File: config.mk
export PLATFORM = sky130hd
export DESIGN_NAME = tempsens_readout
export DESIGN_NICKNAME = d
export VERILOG_FILES = /design/src/rtl/tempsens_pkg.sv /design/src/rtl/tempsens_readout_ser.sv /design/src/rtl/tempsens_readout.sv
export SDC_FILE = /design/constraint.sdc
export NUM_CORES = 1
export LEC_CHECK = 0
export ABC_AREA = 1
export ABC_CLOCK_PERIOD_IN_PS = 4200
export BUFFER_PORTS_ARGS = -buffer_cell sky130_fd_sc_hd__buf_2
export CORE_ASPECT_RATIO = 2
export CORE_UTILIZATION = 42
export DETAILED_ROUTE_END_ITERATION = 10
export GPL_ROUTABILITY_DRIVEN = 0
export GPL_TIMING_DRIVEN = 0
export MAX_ROUTING_LAYER = met4
export SETUP_SLACK_MARGIN = 0.4
export SLEW_MARGIN = 20
export SYNTH_ARGS = -nofsm -noshare
export SYNTH_HDL_FRONTEND = slang
export SYNTH_HIERARCHICAL = 1
export SYNTH_SLANG_ARGS = --single-unit
File: constraint.sdc
create_clock -name clk -period 4.2 [get_ports clk]
set_clock_uncertainty 0.15 [all_clocks]
set_input_delay 0.84 -clock clk [delete_from_list [all_inputs] [get_ports clk]]
set_output_delay 0.84 -clock clk [all_outputs]
set_load 0.1 [all_outputs]
File: src/rtl/tempsens_pkg.sv
// Shared definitions for the temperature-sensor readout path.
// Holds the readout FSM state encoding and the default widths shared with
// tempsens_ctrl, so both sides of the result interface agree.
package tempsens_pkg;

  // Default width of the controller result (tempsens_final) and of the average
  localparam int N_TEMP_DEF = 20;
  // Default DAC width used by tempsens_ctrl
  localparam int N_VDAC_DEF = 6;
  // Result width seen on the controller's result interface
  localparam int RES_W_DEF  = N_TEMP_DEF;

  typedef enum logic [2:0] {
    ST_IDLE  = 3'd0,
    ST_START = 3'd1,
    ST_WAIT  = 3'd2,
    ST_ACCUM = 3'd3,
    ST_DONE  = 3'd4,
    ST_TX    = 3'd5
  } state_t;

endpackage

File: src/rtl/tempsens_readout_ser.sv
// tempsens_ser: parallel-load shift transmitter, MSB first.
// Ports:
//   clk, rst_n  clock, async active-low reset
//   i_load      1-cycle load strobe; frame starts the following cycle
//   i_data      N_TEMP-bit word to send
//   o_sdo       serial data (0 outside the frame)
//   o_frame     high for exactly N_TEMP cycles while o_sdo is valid
//   o_last      high during the final bit of the frame
module tempsens_ser #(
  parameter int N_TEMP = 20
) (
  input  logic              clk,
  input  logic              rst_n,
  input  logic              i_load,
  input  logic [N_TEMP-1:0] i_data,
  output logic              o_sdo,
  output logic              o_frame,
  output logic              o_last
);

  localparam int CNT_W = $clog2(N_TEMP + 1);

  logic [N_TEMP-1:0] r_sh;
  logic [CNT_W-1:0]  r_cnt;

  always_ff @(posedge clk or negedge rst_n) begin
    if (!rst_n) begin
      r_sh  <= '0;
      r_cnt <= '0;
    end else if (i_load) begin
      r_sh  <= i_data;
      r_cnt <= CNT_W'(N_TEMP);
    end else if (r_cnt != '0) begin
      r_sh  <= {r_sh[N_TEMP-2:0], 1'b0};
      r_cnt <= r_cnt - 1'b1;
    end
  end

  // Remaining-bit count doubles as the frame flag; data is gated so the
  // line idles low outside the frame.
  assign o_frame = (r_cnt != '0);
  assign o_sdo   = o_frame & r_sh[N_TEMP-1];
  assign o_last  = (r_cnt == CNT_W'(1));

endmodule

File: src/rtl/tempsens_readout.sv
// tempsens_readout: consumer of tempsens_ctrl's result interface.
// Restarts the controller by pulsing o_ts_reset, waits for i_done, accumulates
// 2**N_AVG results, publishes the mean on o_avg and as a serial frame.
// Ports:
//   clk, rst_n   clock, async active-low reset
//   i_ena        level: free-running batches while high
//   i_start      1-cycle pulse: run one batch (ignored while busy)
//   i_res        controller result
//   i_done       controller finished (level)
//   o_ts_reset   active-high reset to tempsens_ctrl
//   o_avg        last batch average, o_avg_valid pulses when it updates
//   o_err        sticky timeout flag, cleared by the next good batch
//   o_busy       FSM not in IDLE
//   o_sdo        serial average, MSB first, qualified by o_sd_frame
module tempsens_readout
  import tempsens_pkg::*;
#(
  parameter int N_TEMP    = N_TEMP_DEF,
  parameter int N_AVG     = 2,
  parameter int TIMEOUT_W = 22,
  parameter int RST_CYC   = 2
) (
  input  logic              clk,
  input  logic              rst_n,
  input  logic              i_ena,
  input  logic              i_start,
  input  logic [N_TEMP-1:0] i_res,
  input  logic              i_done,
  output logic              o_ts_reset,
  output logic [N_TEMP-1:0] o_avg,
  output logic              o_avg_valid,
  output logic              o_err,
  output logic              o_busy,
  output logic              o_sdo,
  output logic              o_sd_frame
);

  localparam int ACC_W = N_TEMP + N_AVG;
  localparam int SMP_W = (N_AVG < 1) ? 1 : N_AVG;
  localparam int RST_W = $clog2(RST_CYC + 1);
  // Counter value in the last allowed WAIT cycle: the edge that ends it
  // would bring the count to 2**TIMEOUT_W-1.
  localparam logic [TIMEOUT_W-1:0] TMO_LAST = {TIMEOUT_W{1'b1}} - 1'b1;

  state_t             r_state;
  state_t             w_next;
  logic [ACC_W-1:0]   r_acc;
  logic [SMP_W-1:0]   r_smp;
  logic [RST_W-1:0]   r_rst_cnt;
  logic [TIMEOUT_W-1:0] r_tmo;
  logic [N_TEMP-1:0]  r_avg;
  logic               r_avg_valid;
  logic               r_err;
  logic               w_done_ok;
  logic               w_tmo_hit;
  logic               w_ser_load;
  logic               w_ser_last;
  logic [N_TEMP-1:0]  w_mean;

  // The first WAIT cycle always has r_tmo == 0, which masks a stale done.
  assign w_done_ok  = (r_state == ST_WAIT) && (r_tmo != '0) && i_done;
  assign w_tmo_hit  = (r_state == ST_WAIT) && !w_done_ok && (r_tmo == TMO_LAST);
  assign w_ser_load = (r_state == ST_DONE);
  assign w_mean     = r_acc[ACC_W-1:N_AVG];

  always_ff @(posedge clk or negedge rst_n) begin
    if (!rst_n) r_state <= ST_IDLE;
    else        r_state <= w_next;
  end

  always_comb begin
    w_next = r_state;
    unique case (r_state)
      ST_IDLE:  if (i_start || i_ena) w_next = ST_START;
      ST_START: if (r_rst_cnt == RST_W'(RST_CYC - 1)) w_next = ST_WAIT;
      ST_WAIT: begin
        if (w_done_ok)      w_next = ST_ACCUM;
        else if (w_tmo_hit) w_next = ST_IDLE;
      end
      ST_ACCUM: w_next = (r_smp == {SMP_W{1'b1}}) ? ST_DONE : ST_START;
      ST_DONE:  w_next = ST_TX;
      ST_TX:    if (w_ser_last) w_next = ST_IDLE;
      default:  w_next = ST_IDLE;
    endcase
  end

  always_ff @(posedge clk or negedge rst_n) begin
    if (!rst_n) begin
      r_acc       <= '0;
      r_smp       <= '0;
      r_rst_cnt   <= '0;
      r_tmo       <= '0;
      r_avg       <= '0;
      r_avg_valid <= 1'b0;
      r_err       <= 1'b0;
    end else begin
      // Per-state counters restart whenever their state is left.
      r_rst_cnt   <= (r_state == ST_START) ? r_rst_cnt + 1'b1 : '0;
      r_tmo       <= (r_state == ST_WAIT)  ? r_tmo + 1'b1     : '0;
      r_avg_valid <= (r_state == ST_DONE);
      if (r_state == ST_IDLE) begin
        r_acc <= '0;
        r_smp <= '0;
      end
      if (r_state == ST_ACCUM) begin
        r_acc <= r_acc + ACC_W'(i_res);
        r_smp <= r_smp + 1'b1;
      end
      if (r_state == ST_DONE) begin
        r_avg <= w_mean;
        r_err <= 1'b0;
      end
      if (w_tmo_hit) r_err <= 1'b1;
    end
  end

  tempsens_ser #(
    .N_TEMP (N_TEMP)
  ) u_ser (
    .clk     (clk),
    .rst_n   (rst_n),
    .i_load  (w_ser_load),
    .i_data  (w_mean),
    .o_sdo   (o_sdo),
    .o_frame (o_sd_frame),
    .o_last  (w_ser_last)
  );

  assign o_ts_reset  = (r_state == ST_IDLE) || (r_state == ST_START);
  assign o_busy      = (r_state != ST_IDLE);
  assign o_avg       = r_avg;
  assign o_avg_valid = r_avg_valid;
  assign o_err       = r_err;

endmodule
==> metrics.yaml <==
outcome: "finished clean"
synthArstFlopShare_pct: 100
die_h_um: 172
antennaDiodeCount: 0
grt_pass1_wl_um: 27600
io_buffers: 50
setup_viol: 0
synth_top_family_by_area: "simple AND/OR/NAND/NOR gates"
power_density_nw_per_um2: 598
power_leakage_uw: 0.00392
fmax_ghz: 0.363
place_hpwl_um: 13500
worst_pin_slew_ps: 499
drcViolationCount: 0
avgSynthCellArea_sq_um: 6.99
synthFlopType: "dfrtp_1"
path_buf_inv: 3
r2r_end: "r_acc[14]$_DFFE_PN0P_"
seq_area_sq_um: 2450
crit_chain: "nor2_1 > inv_2 > nor2_2 > inv_2 > nand2_1 > buf_2"
wl_per_cell_um: 14.9
clk_pin_slew_worst_paths_ps: 70
cts_hold_buf: 0
grt_max_degree: 75
ys_seq_area_share_pct: 40.4
end_kind: "primary output"
ys_ff_latch: 98
routed_wl_um: 16800
ir_drop_mv: 0.198
synth_mux_area_share_pct: 0
clockBufferDepth: 2
yosys.area.top_type_share_pct: 40.4
syn2layout_area_growth_pct: 14.3
yosys.area_share.xor_xnor_pct: 0.722
synth-compound-area-share_pct: 8.04
cp_top_family: "buffers and inverters"
cts_sinks: 98
cp.arrival_ps: 1770
antenna_left: 0
cts_setup_buffers: 0
nets: 983
yosys.area.top_type: "dfrtp_1"
r2r_cells: 13
finalMaxSlewViolations: 0
core.rowCount: 61
crit_path_end: "o_ts_reset"
post-route-min-period_ps: 2760
critPathLaunchType: "flop"
drtPass1Iterations: 4
num_vias: 5521
synthAdderAreaFrac_pct: 5.90
fin_tns_setup_ps: 0
fp.dieArea_sq_um: 15000
syn_area_sq_um: 6070
antenna_found_initial: 0
worst-path-max-fanout: 6
synth.area.top_cells: "dfrtp_1 40%, nand2_1 22%, inv_1 7.4%"
final_area_sq_um: 6930
clock_latency_ps: 350
syn-num-nets: 921
hp-class: "primary input to asynchronous set/reset pin"
cp.required_ps: 3210
ys_types: 43
rsz0062_at_grt: "no"
min_period_over_period_pct: 65.6
initial_utilization_pct: 43.4
io_pins: 51
r2r-start: "r_acc[0]$_DFFE_PN0P_"
placed_cell_area_sq_um: 6590
worst_path_largest_cell_delay_ps: 450
overflow: 0
cp.depth: 6
drt-initial-drc-count: 199
syn_inst: 868
maxCapViolCount: 0
clockRootBuffer: "clkbuf_16"
post_drt_via_cell_ratio: 4.91
synth-edff-count: 0
setup_slack_ps: 1440
core-area_sq_um: 14000
crit_type: "flop to primary output"
relSlewSlack_pct: 67.0
multi_input_area_sq_um: 3020
fill_cells: 1498
cts_tree: "built"
hold_violations: 0
ys_warn_count: 6
cts-htree-levels: 3
post-place-ws_ps: 1350
grt_pass1_vias: 5609
grtUsageTotal_pct: 25.5
crit_path_frequent_cell: "inv_2"
synth-simple-area-share_pct: 35.2
fp.dieW_um: 87.0
setup.reg_to_reg.worst_slack_ps: 1900
netlist_top_cells_count: "353 x nand2_1, 120 x inv_1, 98 x dfrtp_1"
yosysMostFrequentCell: "nand2_1"
startpoint: "r_state[0]$_DFFE_PN0P_"
cts_buffers: 9
crit_slowest_cell: "dfrtp_1"
cts_resized: 0
final_layout_size_suffix_gt1_share_pct: 12.4
## per-stage QoR
step / cells / total power (uW) / utilization (%) / hold WS [ps]
6_report: 1124 / 4140 / 49.6 / 196
5_1_grt: 1124 / 4430 / 49.6 / 210
4_1_cts: 1124 / 4170 / 49.6 / 193
3_5_place_dp: 1108 / 3200 / 47.2 / 283
3_3_place_gp: 1107 / 3180 / 46.9 / 281
2_1_floorplan: 868 / 2700 / - / 260
## area by class of cell
cell class / count / area share [%]
repair buffers: 51 / 4.10
plain buffers: 18 / 1.61
clock buffers: 12 / 3.56
well taps: 189 / 3.41
flip-flops and latches: 98 / 35.4
clock inverters: 4 / 1.43
multi-input cells: 624 / 43.6
inverters: 128 / 6.93
## worst min path at each step
stage | startpoint | end | slack (ps)
after detailed placement | r_rst_cnt[0]$_DFF_PN0_ | r_rst_cnt[0]$_DFF_PN0_ | 280
after CTS | rst_n | o_avg[1]$_DFFE_PN0P_ | 190
after global placement | r_rst_cnt[0]$_DFF_PN0_ | r_rst_cnt[0]$_DFF_PN0_ | 280
after floorplan | r_rst_cnt[0]$_DFF_PN0_ | r_rst_cnt[0]$_DFF_PN0_ | 260
after global routing | rst_n | o_avg[3]$_DFFE_PN0P_ | 210
final | rst_n | o_avg[3]$_DFFE_PN0P_ | 200
## per-layer routing
metal	global-route usage [%]	part of all wire, %
met1	24.2	36
met2	49.1	58
met3	2.86	2.1
met4	12.7	3.9
met5	-	0
## kinds of logic after synthesis
logic type / count (synthesis)
AO/OA/AOI/OAI: 87
XOR/XNOR: 5
adder cells (fa/ha/maj): 28
buffers and inverters: 146
flip-flops: 98
AND/OR/NAND/NOR: 504
## flip-flops by register name, summed over array words and instances (netlist names)
register	cells
r_state	3
r_rst_cnt	2
r_smp	2
r_acc	22
u_ser/r_cnt	5
o_err	1
o_avg	20
o_avg_valid	1
r_tmo	22
u_ser/r_sh	20
## placed cells by master (no fill, tap or decap), types with 3 or more instances in the layout
cell,n
o21ai_0,33
nor2_4,5
nor3_1,11
clkbuf_16,9
nor2_1,68
buf_2,63
nand4_1,4
o22ai_1,4
nand2_2,4
inv_1,120
ha_1,27
xor2_1,3
nand3b_1,3
buf_6,4
bufinv_16,3
o21ai_1,4
nand3_2,3
dfrtp_1,98
a21oi_1,29
nand3_1,42
inv_2,8
nand2_1,353
## worst register-to-register path, stage by stage (launching register included)
cell and delay (ps):
dfrtp_1 350, ha_1 240, inv_1 70, fa_1 350
inv_1 70, nand2_1 120, o21ai_2 230, nand2_1 70
nand2_1 120, nand2_1 140, nand2_1 80, nand2_1 50
nand3_1 90, nand2_1 50
## power by group
part | internal, uW | total (uW) | switching [uW]
registers | 1140 | 1320 | 182
clock network | 600 | 964 | 363
logic | 512 | 1860 | 1350
total | 2250 | 4140 | 1890
No activity file was read; power rests on OpenSTA's default activity.
